File: config.mk
export PLATFORM = sky130hd
export DESIGN_NAME = uart_rx_oversampler
export DESIGN_NICKNAME = d
export VERILOG_FILES = /design/src/rtl/uart_rx_oversampler.sv
export SDC_FILE = /design/constraint.sdc
export NUM_CORES = 1
export LEC_CHECK = 0
export CORE_ASPECT_RATIO = 1.4
export CORE_MARGIN = 3
export CORE_UTILIZATION = 53
export DETAILED_ROUTE_END_ITERATION = 7
export PLACE_DENSITY = 0.79
export SYNTH_ARGS = -nofsm -noshare
export SYNTH_HDL_FRONTEND = slang
export SYNTH_SLANG_ARGS = --single-unit
File: constraint.sdc
create_clock -name clk -period 2.8 [get_ports clk]
set_input_delay 0.7 -clock clk [delete_from_list [all_inputs] [get_ports clk]]
set_output_delay 0.7 -clock clk [all_outputs]
set_load 0.03 [all_outputs]
File: src/rtl/uart_rx_oversampler.sv
// 16x oversampling 8N1 UART receiver with a 4-deep received-byte history.
// Start, data and stop bits are sampled near mid-bit from a synchronized RX.
module uart_rx_oversampler #(
   parameter int CLK_FREQ = 100_000_000,
   parameter int BAUD     = 9600
) (
   input  logic            clk,
   input  logic            reset,
   input  logic            RX,
   output logic [3:0][7:0] RXBUF,
   output logic [7:0]      rx_data,
   output logic            rx_valid,
   output logic            frame_err,
   output logic            busy,
   output logic [2:0]      byte_count
);

   localparam int DIV = CLK_FREQ / (BAUD * 16);
   localparam int DW  = (DIV > 1) ? $clog2(DIV) : 1;
   localparam logic [DW-1:0] DIV_MAX = DW'(DIV - 1);
   localparam logic [DW-1:0] DIV_ONE = DW'(1);

   localparam logic [2:0] S_IDLE      = 3'd0;
   localparam logic [2:0] S_START     = 3'd1;
   localparam logic [2:0] S_DATA      = 3'd2;
   localparam logic [2:0] S_STOP      = 3'd3;
   localparam logic [2:0] S_WAIT_IDLE = 3'd4;

   logic [2:0]      state_q, state_d;
   logic [DW-1:0]   div_q, div_d;
   logic [3:0]      tick_q, tick_d;
   logic [2:0]      bit_idx_q, bit_idx_d;
   logic            sync1_q, sync1_d;
   logic            sync2_q, sync2_d;
   logic            prev_q, prev_d;
   logic [7:0]      shift_q, shift_d;
   logic [3:0][7:0] rxbuf_q, rxbuf_d;
   logic [7:0]      rx_data_q, rx_data_d;
   logic [2:0]      byte_count_q, byte_count_d;
   logic            rx_valid_q, rx_valid_d;
   logic            frame_err_q, frame_err_d;

   logic rx_s;
   logic tick;

   assign rx_s = sync2_q;
   assign tick = (state_q != S_IDLE) && (div_q == DIV_MAX);

   always_comb begin
      state_d      = state_q;
      tick_d       = tick_q;
      bit_idx_d    = bit_idx_q;
      shift_d      = shift_q;
      rxbuf_d      = rxbuf_q;
      rx_data_d    = rx_data_q;
      byte_count_d = byte_count_q;
      rx_valid_d   = 1'b0;
      frame_err_d  = 1'b0;
      sync1_d      = RX;
      sync2_d      = sync1_q;
      prev_d       = sync2_q;

      // Divider is parked at 0 in IDLE so a new frame always starts phase-aligned.
      if (state_q == S_IDLE || tick) div_d = '0;
      else                           div_d = div_q + DIV_ONE;

      case (state_q)
         S_IDLE: begin
            if (prev_q && !rx_s) begin
               state_d = S_START;
               tick_d  = 4'd0;
            end
         end
         S_START: begin
            if (tick) begin
               if (tick_q == 4'd7) begin
                  tick_d    = 4'd0;
                  bit_idx_d = 3'd0;
                  state_d   = rx_s ? S_IDLE : S_DATA;
               end else begin
                  tick_d = tick_q + 4'd1;
               end
            end
         end
         S_DATA: begin
            if (tick) begin
               if (tick_q == 4'd15) begin
                  tick_d  = 4'd0;
                  shift_d = {rx_s, shift_q[7:1]};
                  if (bit_idx_q == 3'd7) state_d = S_STOP;
                  else                   bit_idx_d = bit_idx_q + 3'd1;
               end else begin
                  tick_d = tick_q + 4'd1;
               end
            end
         end
         S_STOP: begin
            if (tick) begin
               if (tick_q == 4'd15) begin
                  tick_d = 4'd0;
                  if (rx_s) begin
                     state_d    = S_IDLE;
                     rx_valid_d = 1'b1;
                     rx_data_d  = shift_q;
                     rxbuf_d    = {rxbuf_q[2:0], shift_q};
                     if (byte_count_q != 3'd4) byte_count_d = byte_count_q + 3'd1;
                  end else begin
                     state_d     = S_WAIT_IDLE;
                     frame_err_d = 1'b1;
                  end
               end else begin
                  tick_d = tick_q + 4'd1;
               end
            end
         end
         S_WAIT_IDLE: begin
            if (rx_s) state_d = S_IDLE;
         end
         default: state_d = S_IDLE;
      endcase
   end

   always_ff @(posedge clk) begin
      if (reset) begin
         state_q      <= S_IDLE;
         div_q        <= '0;
         tick_q       <= 4'd0;
         bit_idx_q    <= 3'd0;
         sync1_q      <= 1'b1;
         sync2_q      <= 1'b1;
         prev_q       <= 1'b1;
         shift_q      <= 8'h00;
         rxbuf_q      <= '0;
         rx_data_q    <= 8'h00;
         byte_count_q <= 3'd0;
         rx_valid_q   <= 1'b0;
         frame_err_q  <= 1'b0;
      end else begin
         state_q      <= state_d;
         div_q        <= div_d;
         tick_q       <= tick_d;
         bit_idx_q    <= bit_idx_d;
         sync1_q      <= sync1_d;
         sync2_q      <= sync2_d;
         prev_q       <= prev_d;
         shift_q      <= shift_d;
         rxbuf_q      <= rxbuf_d;
         rx_data_q    <= rx_data_d;
         byte_count_q <= byte_count_d;
         rx_valid_q   <= rx_valid_d;
         frame_err_q  <= frame_err_d;
      end
   end

   assign RXBUF      = rxbuf_q;
   assign rx_data    = rx_data_q;
   assign rx_valid   = rx_valid_q;
   assign frame_err  = frame_err_q;
   assign byte_count = byte_count_q;
   assign busy       = (state_q != S_IDLE);

endmodule

Yosys cells after proc, flatten, opt, wreduce, memory -nomap -nowiden
Index checks and enable logic that the tools add are counted.
W data, S select, Z words.
Word-level totals
  register bits: 68
  latch bits: 0
  memory bits (writable): 0
  ROM bits: 0
  output and inout bits: 46
  word-level logic and storage cells: 85
  memories: 0
Cells by class
  add/sub/neg operators: 4
  multipliers: 0
  div/mod/pow operators: 0
  $lt $le $gt $ge: 0
  equal/unequal tests: 20
  shift operators: 0
  mux-type cells: 26
  bitwise operators: 3
  reductions and logical operators: 17
Operator list (number)
  $mux W3: 15
  $mux W4: 5
  $ne A2 B2 Y1 const B: 9
  $pmux W3 S5: 1
  $pmux W4 S3: 1
  $add A10 B1 Y10 const B: 1
  $eq A10 B10 Y1 const B: 1
  $reduce_and A9 Y1: 1
  $reduce_and A4 Y1: 2
  $add A3 B1 Y3 const B: 2
  $eq A3 B2 Y1 const B: 2
  $eq A3 B3 Y1 const B: 2
  $pmux W3 S2: 1
  $reduce_and A6 Y1: 1
  $reduce_bool A3 Y1: 2
  $reduce_and A5 Y1: 1
  $add A4 B1 Y4 const B: 1
  $eq A4 B3 Y1 const B: 1
  $eq A4 B4 Y1 const B: 1
  $ne A2 B1 Y1 const B: 2
  $reduce_or A2 Y1: 2
  $reduce_or A4 Y1: 1
  $eq A3 B1 Y1 const B: 1
  $logic_not A3 Y1: 1
  other kinds (9): 13

Depth between registers and ports, before layout
  depth in word-level cells: 5
  mapped depth: 8
  depth with buffers taken out: 6

Worst setup path before layout
Ideal clock, no wire load.
  kind: register -> register
  start point: register div_q[2]
  end point: register shift_q[1]
  library setup time: 0.132 ns
  data arrival time: 1.975 ns
  data required time: 2.668 ns
  path slack: 0.693 ns
  stages on the path, launching flop included: 8
  clock period less this slack: 2.107 ns
  path through: dfxtp_1 > or4b_1 > buf_2 > or4_4 > buf_6 > buf_6 > o21ai_0 > a21oi_1
Between the ends
  word-level cells in the longest chain between the ends: 3
Ends and longest elaborated chain
  start, declared: RTL line 30  | logic [DW-1:0] div_q, div_d;
  start signal, assigned: RTL line 140  | div_q <= div_d;
  $eq A10 B10 Y1: RTL line 47  | assign tick = (state_q != S_IDLE) && (div_q == DIV_MAX);
  $logic_and A1 B1 Y1: RTL line 47
  $reduce_and A3 Y1 (no line)
  end signal, assigned: RTL line 146  | shift_q <= shift_d;
  end, declared: RTL line 36  | logic [7:0] shift_q, shift_d;
No other way between the ends.
A chain may end at the register's enable or synchronous reset.

Worst setup path after layout
  start point: register state_q[2]
  end point: output busy
Between the ends
  word-level cells in the longest chain between the ends: 1
Ends and longest elaborated chain
  start, declared: RTL line 29  | logic [2:0] state_q, state_d;
  start signal, assigned: RTL line 139  | state_q <= state_d;
  $reduce_bool A3 Y1: RTL line 160  | assign busy = (state_q != S_IDLE);
  end, declared: RTL line 14  | output logic busy,
No other way between the ends.

==> out/results.tsv <==
stage	metric	value	unit
detailed_routing	vias_per_cell	5.791	
floorplan	fp.dieW	70.20	um
timing	max-slew-margin-rel	0.6351	
cells_and_area	utilization	0.6596	
yosys	yosys.area.top_type_share	0.4452	
timing	setup_tns	0	ps
placed_design	post-dp-hpwl	4616	um
pwr	power_frac_comb	0.070	
timing	min_period	2668	ps
run_status	outcome	complete, no violations	
floorplan	io_pins	49	
critical_path	crit_path_start_kind	flip-flop	
floorplan	die_area	6730	um^2
pwr	clkPwrFrac	0.412	
cts	cts_hold_buf	0	
cts	postCtsResizedCells	0	
cells_and_area	final_common_cell	dfxtp_1	
critical_path	max_stage_delay	680	ps
critical_path	r2r_slack	410	ps
yosys	yosysSeqAreaShare	0.4452	
floorplan	die_h	95.88	um
critical_path	end_kind	output port	
critical_path	worstPathCellList	inv_1 > nand2_1 > clkdlybuf4s50_1	
critical_path	cp_num_buf_inv	2	
flow_run	max_cap_viol_count	0	
cts	h-tree-depth	3	
detailed_routing	drcViolationCount	0	
floorplan	core_area	5565	um^2
critical_path	cp_slowest_cell	clkdlybuf4s50_1	
critical_path	arrival	1970	ps
global_route	grt_pass1_wl	11500	um
cells_and_area	fillCellCount	490	
detailed_routing	vias	2687	
cts	cts_tree	built	
timing	slew_viol_final	0	
placed_design	portBuffers	48	
pwr	seqPwrFrac	0.517	
yosys	synth_area	3058	um^2
cts	clock-sinks	68	
cells_and_area	syn2layout_area_growth	20.05	%
cts	cts.clk_slew.worst_paths	70	ps
cts	post-cts-setup-buffers	0	
pwr	irDropWorstVdd	0.0004006	V
floorplan	num_rows	32	
cts	numCtsBuffers	9	
yosys	synth_nets	371	
cts	cts_max_path_buffers	2	
pwr	powerDensity	516.2	nW/um^2
timing	rsz0062_at_grt	false	
global_route	grt_util_all_layers	0.2130	
yosys	syn_avg_cell_area	8.471	um^2
yosys	ys_ff_latch	68	
pwr	p_leak	0.001211	uW
critical_path	critPathRequiredTime	2100	ps
critical_path	crit_type	reg2out	
cts	root_buffer	clkbuf_8	
cells_and_area	final_cell_mix	dfxtp_1, nand3_1, clkdlybuf4s50_1, a21oi_1, o21ai_0	
hold_path	hold_depth	1	
hold_path	holdCritStartpoint	sync1_q$_SDFF_PP1_	
yosys	synthFlopType	dfxtp_1	
global_route	grt_max_degree	47	
timing	max_clock_freq	0.3749	GHz
yosys	synthArstFlopShare	0	
pwr	swShare	0.2500	
global_route	grt_pass1_vias	2527	
cells_and_area	nets	402	
yosys	yosys_warnings	0	
yosys	synth_edf_count	0	
critical_path	timing.rr.end	state_q[1]$_SDFFE_PP0P_	
global_route	antenna_found_initial	0	
cells_and_area	diodes	0	
critical_path	reg2reg_from	div_q[2]$_SDFF_PP0_	
critical_path	path_max_fanout	13	
detailed_routing	antenna_left	0	
detailed_routing	finalWirelength	6854	um
cells_and_area	drive_gt1_frac	0.07576	
detailed_routing	first_iter_violations	306	
yosys	synth.distinct_cells	46	
yosys	yosysTopAreaCell	dfxtp_1	
critical_path	rr_worst_depth	4	
detailed_routing	firstDrtPassIters	4	
pwr	intPower	1421	uW
timing	finalSetupViolCount	0	
yosys	yosys-top-cells-area	dfxtp_1, nand3_1, a21oi_1	
cts	clock_latency	350	ps
placed_design	routabilityCongestion	0.8069	
global_route	grt_overflow	0	
timing	min_period_over_period	0.9528	
hold_path	whs_endpoint	prev_d$_SDFF_PP1_	
yosys	synthCells	361	
timing	max_slew.worst_pin.slew	542.3	ps
pwr	power_switching	473.7	uW
hold_path	hold_path.class	reg2reg	
critical_path	crit_cells	3	
detailed_routing	wire_per_inst	14.77	um
timing	hold_viol	0	
critical_path	cp_top_family	buffers and inverters	
floorplan	initial_core_util	0.5495	
timing	finClkSkew	5.604	ps
worst reg2reg max path, stage by stage (launching register included):
cell and delay, ps:
dfxtp_1 370, or4b_1 660, or4_4 790, a22oi_1 290, a2111oi_0 140
synth_stat cells (all sizes together), types with 2 or more instances:
master	instances
dfxtp	68
nand3	51
o21ai	47
a21oi	45
buf	19
nand2	18
nor2	17
clkbuf	15
ha	7
nor3	6
xnor2	6
inv	5
nor4	5
or2	5
nand2b	4
a21o	3
a31oi	3
mux2i	3
nand4	3
nor2b	3
nor4b	3
xor2	3
and2	2
and3b	2
nand3b	2
o31ai	2
cell type report:
cell class | count | area, um^2 | area share
Inverter | 5 | 18.77 | 0.005112
Clock inverter | 6 | 66.31 | 0.01806
Multi-Input combinational cell | 254 | 1483 | 0.4039
Tap cell | 68 | 85.08 | 0.02318
Timing Repair Buffer | 54 | 533.0 | 0.1452
Sequential cell | 68 | 1361 | 0.3708
Clock buffer | 9 | 123.9 | 0.03374
cells by family after synthesis:
| family | count (synthesis) | share of synthesized area |
|---|---|---|
| buffers and inverters | 39 | 0.06997 |
| xor gates and xnor gates | 9 | 0.02578 |
| adders and majority gates | 7 | 0.02864 |
| AOI/OAI and AO/OA | 110 | 0.1972 |
| muxes | 3 | 0.009820 |
| and+or+nand+nor | 125 | 0.2234 |
| DFF | 68 | 0.4452 |
registers in the layout (all words and copies together) (netlist names), 3 cells and up:
name / count
byte_count: 3
div_q: 10
state_q: 3
RXBUF: 24
shift_q: 8
bit_idx_q: 3
tick_q: 4
rx_data: 8
per-layer routing:
layer | vias up | GRT usage | part of all wire
li1 | 1356 | - | -
met1 | 1268 | 0.2344 | 0.42
met2 | 55 | 0.3896 | 0.53
met3 | 8 | 0.05225 | 0.035
met4 | 0 | 0.09105 | 0.015
met5 | - | 0 | 0
how the worst max path moves through the flow:
stage                            start  slack [ps]                         end
4_1_cts        state_q[2]$_SDFFE_PP0P_         140                        busy
3_5_place_dp       div_q[2]$_SDFF_PP0_         400     state_q[1]$_SDFFE_PP0P_
6_report       state_q[2]$_SDFFE_PP0P_         130                        busy
5_1_grt        state_q[2]$_SDFFE_PP0P_          20                        busy
3_3_place_gp       div_q[2]$_SDFF_PP0_         490  byte_count[0]$_SDFFE_PP0P_
2_1_floorplan      div_q[2]$_SDFF_PP0_         690     shift_q[1]$_SDFFE_PP0P_
power by group through the flow:
| stage | registers (uW) | logic (uW) | clock network (uW) |
|---|---|---|---|
| 5_1_grt | 981 | 145 | 843 |
| 3_5_place_dp | 1000 | 131 | 0 |
| 4_1_cts | 980 | 132 | 799 |
| 6_report | 981 | 133 | 781 |
| 2_1_floorplan | 1000 | 92.3 | 0 |
| 3_3_place_gp | 1000 | 129 | 0 |
metrics by stage:
stage	total power, uW	cell area, um^2	hold WS [ps]	setup slack, ps	std cells
after floorplan	1095	3058	389.5	692.7	361
after global placement	1132	3481	395.4	490.3	449
after detailed placement	1134	3481	398.6	397.7	449
after CTS	1911	3671	417.9	139.3	464
after global routing	1968	3671	427.0	17.32	464
final	1895	3671	414.8	132.3	464
Note: power is estimated with default switching activity, not from simulation.
